--- src/rtl/vga_pattern_gen.sv ---
// Test-pattern pixel source: two-stage pipeline from timing-generator counters to DAC colour,
// with syncs re-timed to match and pattern-mode changes deferred to frame boundaries.
module vga_pattern_gen #(
  parameter int H_VISIBLE = 640,
  parameter int V_VISIBLE = 480
) (
  input  logic       clk_i,
  input  logic       reset_ni,
  input  logic [9:0] hcount_i,
  input  logic [9:0] vcount_i,
  input  logic       hsync_i,
  input  logic       vsync_i,
  input  logic [1:0] mode_i,
  input  logic       mode_valid_i,
  output logic       mode_ready_o,
  output logic [3:0] red_o,
  output logic [3:0] green_o,
  output logic [3:0] blue_o,
  output logic       hsync_o,
  output logic       vsync_o,
  output logic [7:0] frame_o
);

  localparam int BAR_W = H_VISIBLE / 8;

  logic [9:0]  hcount_q, hcount_d, vcount_q, vcount_d;
  logic        hsync_s1_q, hsync_s1_d, vsync_s1_q, vsync_s1_d;
  logic        active_q, active_d, boundary_q, boundary_d;
  logic [11:0] rgb_q, rgb_d;
  logic        hsync_q, hsync_d, vsync_q, vsync_d;
  logic [7:0]  frame_q, frame_d;
  logic [1:0]  mode_q, mode_d, pend_mode_q, pend_mode_d;
  logic        pending_q, pending_d;
  logic [2:0]  bar_s, bar_inv_s;
  logic [9:0]  xs_s;

  // Stage 1: capture the generator's counters and syncs, pre-decode visibility and frame boundary.
  always_comb begin
    hcount_d   = hcount_i;
    vcount_d   = vcount_i;
    hsync_s1_d = hsync_i;
    vsync_s1_d = vsync_i;
    active_d   = (hcount_i < 10'(H_VISIBLE)) && (vcount_i < 10'(V_VISIBLE));
    boundary_d = (hcount_i == 10'd0) && (vcount_i == 10'(V_VISIBLE));
  end

  // Stage 2: pattern colour from stage-1 values; the bar index is a count of crossed bar edges.
  always_comb begin
    bar_s = 3'd0;
    for (int k = 1; k < 8; k++) begin
      if (hcount_q >= 10'(k * BAR_W)) begin
        bar_s = bar_s + 3'd1;
      end else begin
        bar_s = bar_s;
      end
    end
    bar_inv_s = 3'd7 - bar_s;
    xs_s      = hcount_q + {2'b00, frame_q};
    case (mode_q)
      2'd0:    rgb_d = 12'hFFF;
      2'd1:    rgb_d = {{4{bar_inv_s[2]}}, {4{bar_inv_s[1]}}, {4{bar_inv_s[0]}}};
      2'd2:    rgb_d = (xs_s[5] ^ vcount_q[5]) ? 12'hFFF : 12'h000;
      2'd3:    rgb_d = {hcount_q[7:4], vcount_q[7:4], frame_q[7:4]};
      default: rgb_d = 12'h000;
    endcase
    if (!active_q) begin
      rgb_d = 12'h000;
    end else begin
      rgb_d = rgb_d;
    end
    hsync_d = hsync_s1_q;
    vsync_d = vsync_s1_q;
  end

  // Frame counter and mode handshake; a pending mode is only adopted on a boundary.
  always_comb begin
    frame_d     = boundary_q ? (frame_q + 8'd1) : frame_q;
    mode_d      = mode_q;
    pend_mode_d = pend_mode_q;
    pending_d   = pending_q;
    if (boundary_q && pending_q) begin
      mode_d    = pend_mode_q;
      pending_d = 1'b0;
    end else if (mode_valid_i && !pending_q) begin
      pend_mode_d = mode_i;
      pending_d   = 1'b1;
    end else begin
      pending_d = pending_q;
    end
  end

  // State registers with asynchronous reset; mode comes out of reset as colour bars.
  always_ff @(posedge clk_i or negedge reset_ni) begin
    if (!reset_ni) begin
      hcount_q    <= 10'd0;
      vcount_q    <= 10'd0;
      hsync_s1_q  <= 1'b0;
      vsync_s1_q  <= 1'b0;
      active_q    <= 1'b0;
      boundary_q  <= 1'b0;
      rgb_q       <= 12'h000;
      hsync_q     <= 1'b0;
      vsync_q     <= 1'b0;
      frame_q     <= 8'd0;
      mode_q      <= 2'd1;
      pend_mode_q <= 2'd0;
      pending_q   <= 1'b0;
    end else begin
      hcount_q    <= hcount_d;
      vcount_q    <= vcount_d;
      hsync_s1_q  <= hsync_s1_d;
      vsync_s1_q  <= vsync_s1_d;
      active_q    <= active_d;
      boundary_q  <= boundary_d;
      rgb_q       <= rgb_d;
      hsync_q     <= hsync_d;
      vsync_q     <= vsync_d;
      frame_q     <= frame_d;
      mode_q      <= mode_d;
      pend_mode_q <= pend_mode_d;
      pending_q   <= pending_d;
    end
  end

  assign mode_ready_o = !pending_q;
  assign red_o        = rgb_q[11:8];
  assign green_o      = rgb_q[7:4];
  assign blue_o       = rgb_q[3:0];
  assign hsync_o      = hsync_q;
  assign vsync_o      = vsync_q;
  assign frame_o      = frame_q;

endmodule

--- config.mk ---
export PLATFORM = sky130hd
export DESIGN_NAME = vga_pattern_gen
export DESIGN_NICKNAME = d
export VERILOG_FILES = /design/src/rtl/vga_pattern_gen.sv
export SDC_FILE = /design/constraint.sdc
export NUM_CORES = 1
export LEC_CHECK = 0
export ABC_CLOCK_PERIOD_IN_PS = 5900
export CORE_UTILIZATION = 40
export DETAILED_ROUTE_END_ITERATION = 6
export PLACE_DENSITY = 0.66
export SLEW_MARGIN = 20
export SYNTH_ARGS = -nofsm -noshare
export SYNTH_HDL_FRONTEND = slang
export SYNTH_SLANG_ARGS = --single-unit
--- constraint.sdc ---
create_clock -name clk_i -period 5.9 [get_ports clk_i]
set_input_delay 1.18 -clock clk_i [delete_from_list [all_inputs] [get_ports clk_i]]
set_output_delay 1.18 -clock clk_i [all_outputs]
set_load 0.03 [all_outputs]
==> results.yml, run 1 <==
route:
  post_drt_via_cell_ratio: 5.00
  antenna_left: 0
  drc: 0
  first_iter_violations: 55
  vias: 1539
  routedWlPerCell_um: 12.8
  wl_um: 3940
  drt_first_pass_iters: 4
grt:
  grt_max_degree: 46
  overflow: 0
  grt_first_pass_wirelength_um: 7120
  grtUsageTotal_pct: 15.6
  antenna_found_initial: 0
  first_global_vias: 1538
clock_tree:
  cts.sinks: 45
  cts_buffers: 5
  clk_root_buffer_cell: "clkbuf_8"
  clk_pin_slew_ps: 70
  clk_path_buf_depth: 2
  cts_max_level: 2
  cts_tree: "done"
  insertion_delay_ps: 290
  hold_buffers: 0
  cts.repair.resized: 0
  cts_setup_buffers: 0
setup_path:
  cp_num_cells: 17
  crit_chain: "nor2_1 -> nand3b_1 -> ha_1 -> xor2_1 -> ha_1 -> o21ai_0 -> nand2_1 -> xor2_1 -> o21a_1 -> ha_1 -> a21o_1 -> ha_1 -> nand3_1 -> xnor2_1 -> xnor2_2 -> mux2i_4 -> a21oi_1"
  path_class: "reg -> reg"
  cp_num_buf_inv: 0
  cp-start-kind: "flop"
  endpoint_kind: "flop"
  cp_top_family: "adder cells"
  path_common_cell: "ha_1"
  cp_slowest_cell: "dfrtp_1"
  crit_required_ps: 6060
  critPathArrivalTime_ps: 4250
  r2r_cells: 17
  worst_path_largest_cell_delay_ps: 530
  crit_fanout: 12
floorplan:
  die_h_um: 76.1
  coreArea_mm2: 0.00520
  die-area_mm2: 0.00578
  start_util_pct: 42.1
  die_w_um: 76.1
  num_rows: 26
  ios: 50
sta:
  worst_slew_pin_slew_ps: 925
  skew_ps: 8.69
  timing.hold.ws_ps: 352
  hold_viol: 0
  fin_crit_sh_pct: 69.4
  rsz0062_at_grt: "no"
  min_period_ps: 4090
  slew_viol_final: 0
  fmax_mhz: 244
  relSlewSlack_pct: 38.3
  tns_ps: 0
  setup_viol: 0
final_layout:
  multi_input_area_um2: 980
  antenna_cells: 0
  final_nets: 275
  fill_cells: 467
  drive_gt1_share_pct: 10.9
  utilization_pct: 54.1
  seq_area_mm2: 0.00113
  area_growth_pct: 28.3
yosys:
  syn_area_per_cell_um2: 11.5
  synthFlopType: "dfrtp_1"
  ys_seq_area_share_pct: 51.4
  yosysTopAreaCell: "dfrtp_1"
  synthTopCellsByArea: "dfrtp_1, ha_1, a21oi_1"
  synthDistinctLibCells: 49
  ys_seq_elements: 45
  yosys_warnings: 0
  syn-cell-area_mm2: 0.00219
  postSynthCellCount: 191
  ys_async_sr_fraction_pct: 100
  syn_nets: 228
  synthTopCellsByCount: "dfrtp_1, a21oi_1, nand2_1, ha_1"
  synth_most_common_cell: "dfrtp_1"
  synth_top_area_share_pct: 50.2
  synth_edf_count: 0
place:
  port_buffers: 49
  gp_congestion: 0.861
  hpwl_um: 2950
hold_path:
  holdPathStages: 0
  hold_class: "reg -> reg"
pwr:
  powerDensity_mw_per_mm2: 239
  p_leak_uw: 0.00124
  power_uw: 671
  ir_drop_mv: 0.133
outcome:
  status: "finished, final reports clean"
flow_run:
  maxCapViolCount: 0
## flip-flops by register name, indices dropped and copies added (netlist names)
signal	count
vsync_d	1
boundary_q	1
pending_q	1
rgb_q	12
active_q	1
pend_mode_q	2
hsync_d	1
frame_o	8
mode_q	2
hcount_q	10
hsync_o	1
vcount_q	4
vsync_o	1
## layout make-up
cell class / count / area share, %
multi-input cells: 129 / 34.8
inverters: 8 / 1.07
well taps: 70 / 3.11
clock inverters: 2 / 1.24
flip-flops and latches: 45 / 40.1
repair buffers: 49 / 17.3
clock buffers: 5 / 2.45
## report_power, final
| part | internal, uW | total [uW] | switching (uW) |
|---|---|---|---|
| Clock | 123 | 216 | 92.7 |
| Combinational | 61.6 | 125 | 63.5 |
| Sequential | 321 | 331 | 9.72 |
## stage by stage
step	setup WS [ps]	std cells	cell area [um2]
2_1_floorplan	2100	191	2190
3_3_place_gp	1920	301	2710
3_5_place_dp	1820	301	2710
4_1_cts	1790	308	2810
5_1_grt	1440	308	2810
6_report	1810	308	2810
## cell usage in the layout (no fill, tap or decap), types with 5 or more instances in the layout
cell | synthesis | routed
nand2_1 | 20 | 20
a21oi_1 | 20 | 20
nor2_1 | 6 | 6
inv_1 | 8 | 8
clkbuf_8 | 0 | 5
nand4_1 | 5 | 5
clkdlybuf4s50_1 | 0 | 48
o21ai_0 | 5 | 5
dfrtp_1 | 44 | 44
ha_1 | 10 | 10
mux2_2 | 5 | 5
xor2_1 | 8 | 8
xnor2_1 | 6 | 6
## metal layers
metal  global-route usage (%)  wire [um]
met5                        0          0
met4                     6.92         65
met3                     3.35        195
met2                     25.3       1820
met1                     20.2       1860
## cell families after synthesis
family,share of synthesized area [%]
AO/OA/AOI/OAI,16.1
XOR/XNOR,7.36
adder cells (fa/ha/maj),5.70
buffers and inverters,3.94
flip-flops,51.4
multiplexers,3.59
AND/OR/NAND/NOR,11.9
## worst paths after layout
check                      slack (ps)         end        start
setup / recovery                 1810    rgb_q[9]  hcount_q[9]
hold / removal                    350     hsync_o      hsync_d
setup reg to reg                 1810    rgb_q[9]  hcount_q[9]
hold reg to reg                   350     hsync_o      hsync_d
max in group asynchronous        4300     hsync_o     reset_ni
min in group asynchronous        1020  frame_o[6]     reset_ni
Note: power is estimated with default switching activity, not from simulation.
==> run 2: changes to the inputs <==
--- a/config.mk
+++ b/config.mk
@@ -5,7 +5,7 @@
 export SDC_FILE = /design/constraint.sdc
 export NUM_CORES = 1
 export LEC_CHECK = 0
-export ABC_CLOCK_PERIOD_IN_PS = 5900
+export ABC_CLOCK_PERIOD_IN_PS = 4200
 export CORE_UTILIZATION = 40
 export DETAILED_ROUTE_END_ITERATION = 6
 export PLACE_DENSITY = 0.66
==> constraint.sdc (replaced) <==
create_clock -name clk_i -period 4.2 [get_ports clk_i]
set_input_delay 0.84 -clock clk_i [delete_from_list [all_inputs] [get_ports clk_i]]
set_output_delay 0.84 -clock clk_i [all_outputs]
set_load 0.03 [all_outputs]
==> results.yml, run 2 (same netlist as run 1, synthesis figures left out) <==
hold_path:
  whs_endpoint: "hsync_o"
  holdPathStages: 0
  hold_class: "reg -> reg"
  worstHoldStart: "hsync_d"
route:
  post_drt_via_cell_ratio: 4.96
  drc: 0
  vias: 1546
  met2WireLength_um: 1930
  wl_um: 4130
  dr.max_layer_used: "met4"
  wl_met1_um: 1990
  antenna_left: 0
  drt_first_pass_iters: 4
  first_iter_violations: 91
  routedWlPerCell_um: 13.2
  wl_met3_um: 171
setup_path:
  crit_chain: "nor2_2 -> nand3b_1 -> ha_1 -> xor2_1 -> ha_1 -> o21ai_0 -> nand2_1 -> xor2_1 -> o21a_1 -> ha_1 -> a21o_1 -> ha_1 -> nand3_1 -> xnor2_1 -> xnor2_2 -> mux2i_4 -> a21oi_1"
  r2r_cells: 17
  critPathArrivalTime_ps: 4000
  endpoint_kind: "flop"
  regToRegEndpoint: "rgb_q[11]"
  cp_num_buf_inv: 0
  path_class: "reg -> reg"
  crit_fanout: 10
  r2r_slack_ps: 360
  cp-start-kind: "flop"
  cp_top_family: "adder cells"
  path_common_cell: "ha_1"
  timing.rr.start: "hcount_q[8]"
  crit_required_ps: 4360
  worst_path_largest_cell_delay_ps: 520
  cp_slowest_cell: "dfrtp_1"
final_layout:
  regMostFlops: "rgb_q"
  layout_common_cells: "clkdlybuf4s50_1, dfrtp_1, nand2_1, a21oi_1, ha_1"
  largest_reg_flops: 12
  drive_gt1_share_pct: 12.0
  area_growth_pct: 28.4
  final_nets: 278
  final_common_cell: "clkdlybuf4s50_1"
  antenna_cells: 0
floorplan:
  coreArea_mm2: 0.00520
  die-area_mm2: 0.00578
  num_rows: 26
  die_h_um: 76.1
  start_util_pct: 42.1
  die_w_um: 76.1
  ios: 50
sta:
  worst_slew_pin_slew_ps: 944
  hold_viol: 0
  rsz0062_at_grt: "no"
  slew_viol_final: 0
  min_period_ps: 3840
  timing.hold.ws_ps: 368
  relSlewSlack_pct: 37.1
  setup_viol: 0
  skew_ps: 6.94
  fin_crit_sh_pct: 91.5
  fmax_mhz: 260
  tns_ps: 0
  worst_slack_ps: 357
grt:
  grt_max_degree: 46
  first_global_vias: 1509
  overflow: 0
  antenna_found_initial: 0
  grt_first_pass_wirelength_um: 7200
  grtUsageTotal_pct: 15.6
place:
  hpwl_um: 3140
  dp_slack_ps: 290
  port_buffers: 49
  gp_congestion: 0.846
clock_tree:
  cts_buffers: 5
  cts_max_level: 2
  cts.sinks: 45
  clk_path_buf_depth: 2
  cts_tree: "done"
  clk_pin_slew_ps: 80
  hold_buffers: 0
  clk_root_buffer_cell: "clkbuf_8"
  insertion_delay_ps: 290
outcome:
  status: "finished, final reports clean"
pwr:
  p_leak_uw: 0.00124
  ir_drop_mv: 0.170
  powerDensity_mw_per_mm2: 317
flow_run:
  maxCapViolCount: 0
## run 2: changes by cell type in the layout (fill, tap and decap cells not counted), sizes merged
cell	change
clkbuf	+2
buf	+3
bufinv	-1
## run 2: final cells by class
class                   instances  area, um2
fillers                       485       2390
flip-flops and latches         45       1130
multi-input cells             129        982
repair buffers                 52        508
well taps                      70       87.6
clock buffers                   7       76.3
inverters                       8       30.0
clock inverters                 1       5.00
## run 2: how the worst max path moves through the flow
| stage | startpoint | end | slack [ps] | cells past startpoint |
|---|---|---|---|---|
| global route | hcount_q[8] | rgb_q[11] | 20 | 17 |
| floorplan | hcount_q[8] | rgb_q[10] | 400 | 19 |
| finish | hcount_q[8] | rgb_q[11] | 360 | 17 |
| CTS | hcount_q[8] | rgb_q[11] | 260 | 17 |
| detailed placement | hcount_q[8] | rgb_q[11] | 290 | 17 |
| global placement | hcount_q[8] | rgb_q[11] | 400 | 17 |
## run 2: routing by layer
metal	track usage (%)	vias to the layer above
li1	-	779
met4	4.04	0
met5	0	-
met1	21.3	720
met3	3.47	4
met2	25.4	43
## run 2: timing repair
item / CTS / global route
endpoints found under the setup margin: 0 / 4
setup buffers: 0 / 0
hold endpoints to repair: 0 / 0
resized for setup: 0 / 1
## run 2: stage by stage
| step | cells | total power (uW) | utilization (%) | cell area, um2 |
|---|---|---|---|---|
| 6_report | 312 | 893 | 54.1 | 2820 |
| 2_1_floorplan | 191 | 585 | - | 2190 |
| 3_3_place_gp | 304 | 651 | 52.5 | 2730 |
| 3_5_place_dp | 304 | 654 | 52.5 | 2730 |
| 5_1_grt | 312 | 942 | 54.1 | 2820 |
| 4_1_cts | 312 | 901 | 54.1 | 2810 |
## run 2: power breakdown
| group | internal (uW) | total (uW) | switching [uW] |
|---|---|---|---|
| clock network | 117 | 248 | 132 |
| registers | 451 | 464 | 12.7 |
| logic | 89.4 | 181 | 91.4 |
| total | 657 | 893 | 236 |
